--- src/rtl/mb8_arbiter_pkg.sv ---
// Shared definitions for the 8-bit memory block arbiter: FSM states and
// the fixed requester numbering used by the outer interpreter.
package mb8_arbiter_pkg;

  typedef enum logic [1:0] {
    IDLE  = 2'd0,
    OWN   = 2'd1,
    YIELD = 2'd2
  } arb_sts;

  localparam int RQ_FDR = 0;
  localparam int RQ_A2I = 1;
  localparam int RQ_EXE = 2;
  localparam int RQ_CMA = 3;

endpackage

--- src/rtl/mb8_arbiter_if.sv ---
// Requester-side and memory-side signals of the arbiter, bundled.
// slave is the arbiter view; master is the requesters-plus-memory view.
interface mb8_arbiter_if
  import mb8_arbiter_pkg::*;
#(
  parameter int NREQ = 4,
  parameter int MSZ  = 8,
  parameter int ASZ  = 17,
  parameter int IDW  = $clog2(NREQ)
);
  logic [NREQ-1:0]     req;
  logic [NREQ-1:0]     we;
  logic [NREQ*ASZ-1:0] ai;
  logic [NREQ*MSZ-1:0] vi;
  logic [NREQ-1:0]     gnt;
  logic [NREQ-1:0]     rv;
  logic [MSZ-1:0]      vo;
  logic                mem_we;
  logic [ASZ-1:0]      mem_ai;
  logic [MSZ-1:0]      mem_vi;
  logic [MSZ-1:0]      mem;
  logic [IDW-1:0]      owner;
  logic                bsy;

  modport slave (
    input  req, we, ai, vi, mem,
    output gnt, rv, vo, mem_we, mem_ai, mem_vi, owner, bsy
  );

  modport master (
    output req, we, ai, vi, mem,
    input  gnt, rv, vo, mem_we, mem_ai, mem_vi, owner, bsy
  );
endinterface

--- src/rtl/mb8_arbiter_rr_pick.sv ---
// Round-robin priority encoder: first set req after ptr, wrapping.
module mb8_arbiter_rr_pick
  import mb8_arbiter_pkg::*;
#(
  parameter int NREQ = 4,
  parameter int IDW  = $clog2(NREQ)
) (
  input  logic [NREQ-1:0] req,
  input  logic [IDW-1:0]  ptr,
  output logic [IDW-1:0]  win,
  output logic            any
);

  // Scan from farthest to nearest so the nearest set request wins last.
  always_comb begin
    win = '0;
    any = 1'b0;
    for (int k = NREQ; k >= 1; k--) begin
      if (req[IDW'((int'(ptr) + k) % NREQ)]) begin
        win = IDW'((int'(ptr) + k) % NREQ);
        any = 1'b1;
      end
    end
  end

endmodule

--- src/rtl/mb8_arbiter.sv ---
// Round-robin burst arbiter sharing one synchronous-read memory port,
// with optional hold limit and read-data return to the issuing requester.
module mb8_arbiter
  import mb8_arbiter_pkg::*;
#(
  parameter int NREQ = 4,
  parameter int MSZ  = 8,
  parameter int ASZ  = 17,
  parameter int HOLD = 0,
  parameter int IDW  = $clog2(NREQ)
) (
  input logic           clk,
  input logic           rst,
  mb8_arbiter_if.slave  bus
);

  localparam int CW = (HOLD > 1) ? $clog2(HOLD) : 1;

  arb_sts          state_reg;
  logic [NREQ-1:0] gnt_reg;
  logic [NREQ-1:0] rv_reg;
  logic [IDW-1:0]  owner_reg;
  logic [IDW-1:0]  ptr_reg;
  logic [CW-1:0]   cnt_reg;

  logic [IDW-1:0]  win;
  logic            any;
  logic [NREQ-1:0] own_oh;
  logic            own_req;
  logic            commit;
  logic            others;
  logic            hold_hit;

  logic [ASZ-1:0]  ai_arr [NREQ];
  logic [MSZ-1:0]  vi_arr [NREQ];

  genvar gi;
  generate
    for (gi = 0; gi < NREQ; gi++) begin : g_unpack
      assign ai_arr[gi] = bus.ai[gi*ASZ +: ASZ];
      assign vi_arr[gi] = bus.vi[gi*MSZ +: MSZ];
    end
  endgenerate

  mb8_arbiter_rr_pick #(.NREQ(NREQ), .IDW(IDW)) u_pick (
    .req (bus.req),
    .ptr (ptr_reg),
    .win (win),
    .any (any)
  );

  assign own_oh   = NREQ'(1) << owner_reg;
  assign own_req  = |(bus.req & own_oh);
  assign commit   = (|(gnt_reg & own_oh)) & own_req;
  assign others   = |(bus.req & ~own_oh);
  assign hold_hit = (HOLD > 0) && (cnt_reg == CW'(HOLD - 1));

  // The write strobe is gated by rst so a reset mid-burst never writes.
  assign bus.mem_we = ~rst & commit & bus.we[owner_reg];
  assign bus.mem_ai = (|gnt_reg) ? ai_arr[owner_reg] : '0;
  assign bus.mem_vi = (|gnt_reg) ? vi_arr[owner_reg] : '0;
  assign bus.vo     = bus.mem;
  assign bus.gnt    = gnt_reg;
  assign bus.rv     = rv_reg;
  assign bus.owner  = owner_reg;
  assign bus.bsy    = |gnt_reg;

  always_ff @(posedge clk) begin
    if (rst) begin
      state_reg <= IDLE;
      gnt_reg   <= '0;
      rv_reg    <= '0;
      owner_reg <= '0;
      ptr_reg   <= IDW'(NREQ - 1);
      cnt_reg   <= '0;
    end else begin
      rv_reg <= (commit && !bus.we[owner_reg]) ? own_oh : '0;
      case (state_reg)
        OWN: begin
          if (!own_req) begin
            // Owner released: hand over with no dead cycle if anyone waits.
            if (any) begin
              gnt_reg   <= NREQ'(1) << win;
              owner_reg <= win;
              ptr_reg   <= win;
              cnt_reg   <= '0;
            end else begin
              state_reg <= IDLE;
              gnt_reg   <= '0;
            end
          end else if (hold_hit && others) begin
            state_reg <= YIELD;
            gnt_reg   <= '0;
          end else if (HOLD > 0 && !hold_hit) begin
            cnt_reg <= cnt_reg + CW'(1);
          end
        end
        default: begin
          if (any) begin
            state_reg <= OWN;
            gnt_reg   <= NREQ'(1) << win;
            owner_reg <= win;
            ptr_reg   <= win;
            cnt_reg   <= '0;
          end else begin
            state_reg <= IDLE;
            gnt_reg   <= '0;
          end
        end
      endcase
    end
  end

endmodule

--- src/flat_wrapper.sv ---
// flat-port wrapper written by rule: the top's interface ports become plain ports
module mb8_arbiter_flat import mb8_arbiter_pkg::*;
#(
  parameter int NREQ = 4,
  parameter int MSZ  = 8,
  parameter int ASZ  = 17,
  parameter int HOLD = 0,
  parameter int IDW  = $clog2(NREQ)
)
  (clk, rst, bus_req, bus_we, bus_ai, bus_vi, bus_mem, bus_gnt, bus_rv, bus_vo, bus_mem_we, bus_mem_ai, bus_mem_vi, bus_owner, bus_bsy);
  mb8_arbiter_if #(.NREQ(NREQ), .MSZ(MSZ), .ASZ(ASZ), .IDW(IDW)) bus_i ();
  input logic clk;
  input logic rst;
  input wire logic [$bits(bus_i.req)-1:0] bus_req;
  input wire logic [$bits(bus_i.we)-1:0] bus_we;
  input wire logic [$bits(bus_i.ai)-1:0] bus_ai;
  input wire logic [$bits(bus_i.vi)-1:0] bus_vi;
  input wire logic [$bits(bus_i.mem)-1:0] bus_mem;
  output wire logic [$bits(bus_i.gnt)-1:0] bus_gnt;
  output wire logic [$bits(bus_i.rv)-1:0] bus_rv;
  output wire logic [$bits(bus_i.vo)-1:0] bus_vo;
  output wire logic [$bits(bus_i.mem_we)-1:0] bus_mem_we;
  output wire logic [$bits(bus_i.mem_ai)-1:0] bus_mem_ai;
  output wire logic [$bits(bus_i.mem_vi)-1:0] bus_mem_vi;
  output wire logic [$bits(bus_i.owner)-1:0] bus_owner;
  output wire logic [$bits(bus_i.bsy)-1:0] bus_bsy;
  assign bus_i.req = bus_req;
  assign bus_i.we = bus_we;
  assign bus_i.ai = bus_ai;
  assign bus_i.vi = bus_vi;
  assign bus_i.mem = bus_mem;
  assign bus_gnt = bus_i.gnt;
  assign bus_rv = bus_i.rv;
  assign bus_vo = bus_i.vo;
  assign bus_mem_we = bus_i.mem_we;
  assign bus_mem_ai = bus_i.mem_ai;
  assign bus_mem_vi = bus_i.mem_vi;
  assign bus_owner = bus_i.owner;
  assign bus_bsy = bus_i.bsy;
  mb8_arbiter #(.NREQ(NREQ), .MSZ(MSZ), .ASZ(ASZ), .HOLD(HOLD), .IDW(IDW)) u_core (.clk(clk), .rst(rst), .bus(bus_i));
endmodule
--- config.mk ---
export PLATFORM = sky130hd
export DESIGN_NAME = mb8_arbiter_flat
export DESIGN_NICKNAME = d
export VERILOG_FILES = /design/src/rtl/mb8_arbiter_pkg.sv /design/src/rtl/mb8_arbiter_if.sv /design/src/rtl/mb8_arbiter_rr_pick.sv /design/src/rtl/mb8_arbiter.sv /design/src/flat_wrapper.sv
export SDC_FILE = /design/constraint.sdc
export NUM_CORES = 1
export LEC_CHECK = 0
export BUFFER_PORTS_ARGS = -buffer_cell sky130_fd_sc_hd__buf_2
export CORE_MARGIN = 2
export CORE_UTILIZATION = 32
export CTS_CLUSTER_SIZE = 28
export DETAILED_ROUTE_END_ITERATION = 7
export PLACE_DENSITY = 0.78
export SLEW_MARGIN = 25
export SYNTH_ARGS = -nofsm -noshare
export SYNTH_HDL_FRONTEND = slang
export SYNTH_SLANG_ARGS = --single-unit
--- constraint.sdc ---
create_clock -name clk -period 1.4 [get_ports clk]
set_input_delay 0.14 -clock clk [delete_from_list [all_inputs] [get_ports clk]]
set_output_delay 0.14 -clock clk [all_outputs]
set_load 0.02 [all_outputs]
==> results.txt, run 1 <==
The run gives 37 as the count of unique library cells instantiated by Yosys. After detailed routing, the number of vias per cell comes to 5.10. The number of diodes added for antenna fixing was 0; the post-synthesis area per instance was 10.5 µm². The share of the synthesized area in the top cell type is 0.359, and the number of max-capacitance violations reported is 0.

The signed area change from the synthesized netlist to the final layout is 82.1%, and the I/O pin count is 163. The tree is rooted in a sky130_fd_sc_hd__clkbuf_8. The flow ran to the end, but the final reports show violations. The run gives 1872 as the count of vias placed by the detailed router. The type of the worst setup path was flip-flop to output port. The setup slack after layout was -0.349 ns; the floorplan row count was 25. The tools report the final setup skew as 0.00110 ns. Part of the power in combinational logic: 0.706.

The overall die area is 5480 µm², and the area of the core is 4720 µm². After synthesis the netlist holds a flip-flop and latch count of 13. The share of flip-flops with an asynchronous set or reset after synthesis is 0, and the leakage power figure is 1.35 nW. The slowest stage of the critical path belongs to the cell sky130_fd_sc_hd__mux4_2. The kind of cell with the highest combined delay along the critical path is multiplexers. By area the synthesized netlist is led by sky130_fd_sc_hd__mux4_2 (36%), sky130_fd_sc_hd__dfxtp_1 (17%), sky130_fd_sc_hd__nor2b_1 (10%), sky130_fd_sc_hd__buf_4 (4.8%), sky130_fd_sc_hd__nor2_1 (2.9%). In this run the power density over the cells is 966 nW/µm². With fillers left out, the area of the finished cells amounts to 2860 µm².

The total count of hold-check failures in the final report was 0; the average routed wire per standard cell was 16.3 µm. The worst path in the final design needs a cycle of 1.75 ns, including I/O delays and setup. For the worst setup path, the data arrival time is 1.61 ns. Synthesis produced a netlist with a net count of 267.

Setup violations remaining at the end of the flow were counted as 34. IR analysis of the VDD net gives a maximum drop of 0.000751 V. The insertion delay to the later sink of the worst-skew pair came out at 0.25 ns. The path class of the tightest hold or removal check is primary input to flip-flop. The wire-length estimate of the detail-placed layout is 4400 µm. The filler cells instantiated in the layout total 384. The worst setup path is captured at an output port.

The switching power share of the total came out at 0.384. Hold repair after CTS inserted 0 buffers. Final standard cell count with taps included and fillers excluded: 367. The global-route wire length before repair was 8500 µm; the largest fanout of any net on the critical path was 7. The number of nets in the final layout was 419. After global routing the overflow that remains totals 0.

The critical path goes through buf_12 > mux4_2 > nor2b_1 > buf_4. Setup repair after global routing could not meet its margin everywhere. The first detailed-routing pass took 4 iterations. Ranked by instance count, the synthesized netlist is headed by sky130_fd_sc_hd__mux4_2 (25), sky130_fd_sc_hd__nor2b_1 (25), sky130_fd_sc_hd__dfxtp_1 (13). For the via count of the first global-routing pass, the log shows 1841. The kind of start point of the critical path was a flip-flop. The tools report the sequential share of power as 0.166.

Among all flip-flop cells after synthesis, the most frequent one is sky130_fd_sc_hd__dfxtp_1. For the normalized max-slew margin, the log shows 0.700. Routability-driven placement finished with a final weighted congestion of 0.801. The stage delay of the slowest cell on the critical path was 0.51 ns. The logs give 0 for the number of remaining DRC errors and 59 for the starting DRC count in detailed routing. The final reports fail on setup timing. The cell-internal power is 1.70 mW, and the register area share after synthesis is 0.166. The pin count of the biggest net entering global routing was 16; the number of sinks on the clock net was 13. The fraction of layout instances using a drive strength above 1 is 0.777. The post-layout utilization of the core is 0.605. The net switching power came out at 1.06 mW. The tools report the number of placed instances, taps included as 353. For the clock network fraction of design power, the log shows 0.128. The area of the mapped netlist was 1570 µm²; the final routed wirelength across all metal layers was 5990 µm.

The cell type with the highest aggregate area in the netlist is sky130_fd_sc_hd__mux4_2. The number of H-tree levels was 1. The run gives 0 as the final antenna-violating net count. The number of buffers and inverters on the critical path is 2. The synthesized design contains 0 enable-type register cells. The quantity of I/O buffers inserted on ports is 146, and the data required time of the worst path is 1.26 ns. The starting utilization of the core area is 0.332, and the horizontal extent of the die is 74.1 µm.

The number of clock buffers added by TritonCTS is 3. The vertical die dimension is 74.1 µm, and the post-placement cell area is 2460 µm². Highest achievable clock rate: 572 MHz. The post-layout total power was 2.76 mW; the number of warnings issued by yosys was 0. For the max-slew violation total from the final report, the log shows 0.

The post-route clock period utilization came out at 1.25. Clock-pin slew was measured on the worst setup and hold paths at 0.06 ns. The run gives 2 as the buffer levels on the longest clock path.

For the total global routing track utilization, the log shows 0.200. The slew at the pin closest to its max-slew limit is 0.446 ns, and the initial antenna violation count is 0. For the cell count after synthesis, the log shows 149. TritonCTS built the clock tree.
power groups by stage:
| stage | clock network (mW) | logic, mW | registers, mW |
|---|---|---|---|
| after global routing | 0.377 | 2.07 | 0.464 |
| final | 0.353 | 1.95 | 0.457 |
| after floorplan | 0 | 1.09 | 0.469 |
| after CTS | 0.352 | 1.89 | 0.459 |
| after detailed placement | 0 | 1.54 | 0.469 |
| after global placement | 0 | 1.52 | 0.467 |
metrics by stage:
stage          TNS, ns  worst slack [ns]  hold WS (ns)
3_5_place_dp     -1.67           -0.0904         0.280
4_1_cts          -8.25            -0.353        0.0628
5_1_grt         -10.51            -0.418        0.0675
3_3_place_gp     -1.32           -0.0816         0.280
2_1_floorplan    -1.32           -0.0942         0.216
6_report         -8.39            -0.349        0.0591
layout make-up:
class	instances	area [µm²]	share of cell area
clock buffer	3	41.3	0.0144
clock inverter	1	5.00	0.00175
inverter	4	17.5	0.00613
multi-input combinational	111	1320	0.460
sequential	13	278	0.0972
tap	67	83.8	0.0293
timing repair buffer	168	1120	0.391
cells in the final DEF, fill, tap and decap left out, types with 2 or more instances in the layout:
cell type                  netlist  layout
sky130_fd_sc_hd__buf_12          0       6
sky130_fd_sc_hd__nand2b_1        4       3
sky130_fd_sc_hd__buf_2           3     127
sky130_fd_sc_hd__a22oi_1         2       2
sky130_fd_sc_hd__buf_4          10      15
sky130_fd_sc_hd__mux4_2         25      25
sky130_fd_sc_hd__nor2_1         12      12
sky130_fd_sc_hd__dfxtp_1        13       7
sky130_fd_sc_hd__dfxtp_4         0       4
sky130_fd_sc_hd__dfxtp_2         0       2
sky130_fd_sc_hd__nor4_1          2       2
sky130_fd_sc_hd__mux2i_4         1       2
sky130_fd_sc_hd__a21oi_1         7       5
sky130_fd_sc_hd__inv_1           4       3
sky130_fd_sc_hd__clkbuf_8        0       3
sky130_fd_sc_hd__nor2b_1        25      12
sky130_fd_sc_hd__nand2_1         6       5
sky130_fd_sc_hd__nor2b_4         0      13
sky130_fd_sc_hd__buf_6           3      18
sky130_fd_sc_hd__nand3_1         3       3
worst reg2reg max path: stages (launching register included):
cell and delay (ns):
sky130_fd_sc_hd__dfxtp_4 0.38, sky130_fd_sc_hd__buf_6 0.13, sky130_fd_sc_hd__mux2i_4 0.24, sky130_fd_sc_hd__o22ai_4 0.12
sky130_fd_sc_hd__a2111oi_4 0.32, sky130_fd_sc_hd__a22oi_1 0.13, sky130_fd_sc_hd__nor2_1 0.12
worst paths after layout:
kind	start	end	slack [ns]	cells after the start
min	bus_we[3]	u_core.bus.rv[3]$_SDFF_PP0_	0.06	2
max reg2reg	u_core.bus.owner[1]$_SDFFE_PP0P_	u_core.bus.gnt[2]$_SDFFE_PP0P_	-0.10	6
min reg2reg	u_core.bus.gnt[0]$_SDFFE_PP0P_	u_core.bus.gnt[0]$_SDFFE_PP0P_	0.49	2
max	u_core.bus.owner[0]$_SDFFE_PP0P_	bus_mem_vi[6]	-0.35	4
cell families after synthesis:
group	Yosys count	share of synthesized area
flip-flops	13	0.166
multiplexers	29	0.393
AND/OR/NAND/NOR	61	0.229
AO/OA/AOI/OAI	21	0.110
buffers and inverters	25	0.102
per-layer routing:
layer  track usage  routed length (µm)  vias up
met5             0                   0        -
met4        0.0606                 102        0
met3        0.0420                 483       12
met2         0.403                3360       92
met1         0.204                2040      910
li1              -                   -      858
timing repair:
item                                    CTS  global route
pin swaps                                 5             4
buffers inserted                          6             4
resized for setup                        46            22
endpoints found under the setup margin   27            36
gates cloned                              2             0
No activity file was read; power rests on OpenSTA's default activity.
==> inputs of run 2 (changes only) <==
--- a/config.mk
+++ b/config.mk
@@ -6,11 +6,13 @@
 export NUM_CORES = 1
 export LEC_CHECK = 0
 export BUFFER_PORTS_ARGS = -buffer_cell sky130_fd_sc_hd__buf_2
+export CORE_ASPECT_RATIO = 1.2
 export CORE_MARGIN = 2
 export CORE_UTILIZATION = 32
 export CTS_CLUSTER_SIZE = 28
 export DETAILED_ROUTE_END_ITERATION = 7
 export PLACE_DENSITY = 0.78
+export RECOVER_POWER = 25
 export SLEW_MARGIN = 25
 export SYNTH_ARGS = -nofsm -noshare
 export SYNTH_HDL_FRONTEND = slang
==> results.txt, run 2 (synthesized netlist as in run 1, its figures left out) <==
The run finished, with violations left. The final reports fail on setup timing. The tools report the worst hold path endpoint as u_core.bus.rv[1]$_SDFF_PP0_.

The slew at the pin closest to its max-slew limit is 0.549 ns (+0.102 ns), and the stage delay of the slowest cell on the critical path is 0.51 ns (about the same). The starting DRC count in detailed routing came out at 68 (+15%). The worst setup path is captured at an output port. The overall die area was 5490 µm² (about the same). The worst hold path begins at bus_we[1]. The leakage power figure came out at 1.34 nW (-0.80%).

The max-slew violation total from the final report came out at 0 (unchanged). The origin of the worst setup path is u_core.bus.owner[0]$_SDFFE_PP0P_. The run gives 361 (-1.6%) as the final standard cell count with taps included and fillers excluded. The maximum vdd ir drop came out at 0.000768 V (+2.2%).

The worst register-to-register path ends at u_core.bus.gnt[3]$_SDFFE_PP0P_. The run gives 388 (+1.0%) as the layout filler cell count. The tools report the buffer cell driving the clock tree root as sky130_fd_sc_hd__clkbuf_8.

The slack of the worst reg-to-reg path is -0.23 ns (-0.13 ns), and the number of max-capacitance violations reported is 0 (unchanged). The post-detailed-route via-to-cell ratio was 5.16 (+1.1%); the highest achievable clock rate was 576 MHz (+0.66%). The tools report the startpoint of the worst-slack reg-to-reg timing path as u_core.bus.owner[0]$_SDFFE_PP0P_.

The pin count of the biggest net entering global routing was 18 (+2). The tools report the TritonCTS buffer count as 3 (unchanged). The global-route wire length before repair was 8540 µm (+0.49%); the clock period minus worst slack was 1.74 ns (-0.0115 ns). The data arrival time at the worst-slack endpoint came out at 1.60 ns (about the same). The final setup skew is 0.00267 ns (+0.00157 ns). The final routed wirelength across all metal layers came out at 6220 µm (+3.9%).

The data required time of the worst path is 1.26 ns (about the same), and the count of vias placed by the detailed router is 1862 (-0.53%). From synthesis to final layout, the design area changed by 80.8%. The total global routing track utilization was 0.207 (+0.00670); the area taken by multi-input logic gates was 1320 µm² (+0.29%). The count of final setup violators was 37 (+8.8%); the fraction of layout instances using a drive strength above 1 was 0.785 (+0.00881). The largest fanout of any net on the critical path is 10 (+3), and the I/O pin count is 163 (unchanged). The type of the worst setup path was flip-flop to output port. The number of instances on the worst hold path is 2 (unchanged), and the buffer levels on the longest clock path is 2 (unchanged). The sequential cell area is 273 µm² (-1.8%).

Number of cells on the worst reg-to-reg path: 8 (+2). Routability congestion estimate from global placement: 0.801 (about the same). The count of hold buffers inserted by post-cts repair came out at 0 (unchanged). In the layout the commonest cells are sky130_fd_sc_hd__buf_2 (132), sky130_fd_sc_hd__mux4_2 (25), sky130_fd_sc_hd__buf_6 (17). In this run the worst hold path is classified as primary input to flip-flop.

The insertion delay to the later sink of the worst-skew pair came out at 0.24 ns (about the same). The normalized max-slew margin is 0.631 (-0.0689), and the number of iterations in the first detailed-routing pass is 5 (+1). The area of the core was 4660 µm² (-1.3%); the total count of hold-check failures in the final report was 0 (unchanged).

The logs give 346 (-2.0%) for the number of placed instances, taps included and 1817 (-1.3%) for the via count of the first global-routing pass. The number of remaining DRC errors is 0 (unchanged), and the initial antenna violation count is 0 (unchanged). Total power divided by cell area: 954 nW/µm² (-1.2%). STA classifies the critical path startpoint as a flip-flop. The run gives 13 (unchanged) as the number of sinks on the clock net. The average routed wire per standard cell is 17.2 µm (+5.6%).

The floorplan row count is 27 (+8.0%). Remaining global-route overflow: 0 (unchanged). The total negative slack came out at -9.14 ns (-0.747 ns). The horizontal extent of the die came out at 67.9 µm (-8.2%).

Quantity of I/O buffers inserted on ports: 146 (unchanged). TritonCTS built the clock tree. Traced cell by cell, the critical path runs through buf_12 > mux4_2 > nor2b_1 > buf_2.

The tools report the detailed placement HPWL as 4780 µm (+8.6%). Post-route clock period utilization: 1.24 (-0.00822). Among cell families on the critical path, the largest total delay comes from multiplexers.

The total buffers and inverters traversed by the critical path works out to 2 (unchanged). Setup repair after global routing could not meet its margin everywhere. The vertical die dimension is 80.7 µm (+9.0%), and the number of diodes added for antenna fixing is 0 (unchanged).

The clock-pin slew on the worst setup and hold paths is 0.05 ns (about the same). The setup slack after layout was -0.337 ns (+0.0115 ns). Among all stages on the critical path, the largest delay is contributed by sky130_fd_sc_hd__mux4_2. The starting utilization of the core area was 0.337 (+0.00437). The final antenna-violating net count was 0 (unchanged). Leaving out fill and tap cells, the most frequent cell in the layout is sky130_fd_sc_hd__buf_2.

The number of H-tree levels was 1 (unchanged). The number of nets in the final layout is 422 (+0.72%).
[run 2: changes by cell type in the layout (fill, tap and decap cells not counted), moves of 2 or more]
cell                      before  now
sky130_fd_sc_hd__nor4b_2       0    2
sky130_fd_sc_hd__buf_2       127  132
sky130_fd_sc_hd__dfxtp_1       7    9
sky130_fd_sc_hd__nor2b_4      13   10
sky130_fd_sc_hd__nor2b_2       0    2
[run 2: metal layers]
layer	up-vias	global-route usage	routed length, µm
met5	-	0	0
li1	865	-	-
met3	8	0.0374	652
met1	893	0.224	2100
met2	96	0.408	3420
met4	0	0.0400	46
[run 2: worst max path at each step]
stage	to	slack [ns]	depth (start not counted)
final	bus_mem_ai[16]	-0.34	4
after global routing	bus_mem_ai[1]	-0.40	4
after CTS	bus_mem_ai[16]	-0.34	4
after detailed placement	bus_mem_ai[4]	-0.1	4
after global placement	bus_mem_ai[3]	-0.08	4
after floorplan	bus_mem_ai[10]	-0.09	4
[run 2: area by class of cell]
cell class	instances	share of cell area
Tap cell	58	0.0256
Inverter	4	0.00617
Multi-Input combinational cell	111	0.465
Sequential cell	13	0.0961
Timing Repair Buffer	171	0.392
Clock buffer	4	0.0159
[run 2: power by group]
group          switching (mW)  internal (mW)
Sequential             0.0460          0.406
Clock                   0.134          0.201
Combinational           0.859           1.06
Total                    1.04           1.67
[run 2: metrics by stage]
stage	instance area [µm²]	utilization	setup WS [ns]	total power [mW]	hold slack (ns)
finish	2840	0.609	-0.337	2.71	0.0684
floorplan	1680	-	-0.0942	1.55	0.216
detailed placement	2450	0.527	-0.0966	2.01	0.280
global placement	2450	0.527	-0.0757	1.99	0.280
CTS	2760	0.593	-0.342	2.66	0.0653
global route	2840	0.609	-0.398	2.85	0.0739
[run 2: timing repair]
| action | in CTS | in global routing |
|---|---|---|
| resized for setup | 42 | 20 |
| cloned | 2 | 0 |
| buffers inserted | 8 | 1 |
| setup endpoints to repair | 33 | 38 |
| pin swaps | 3 | 1 |
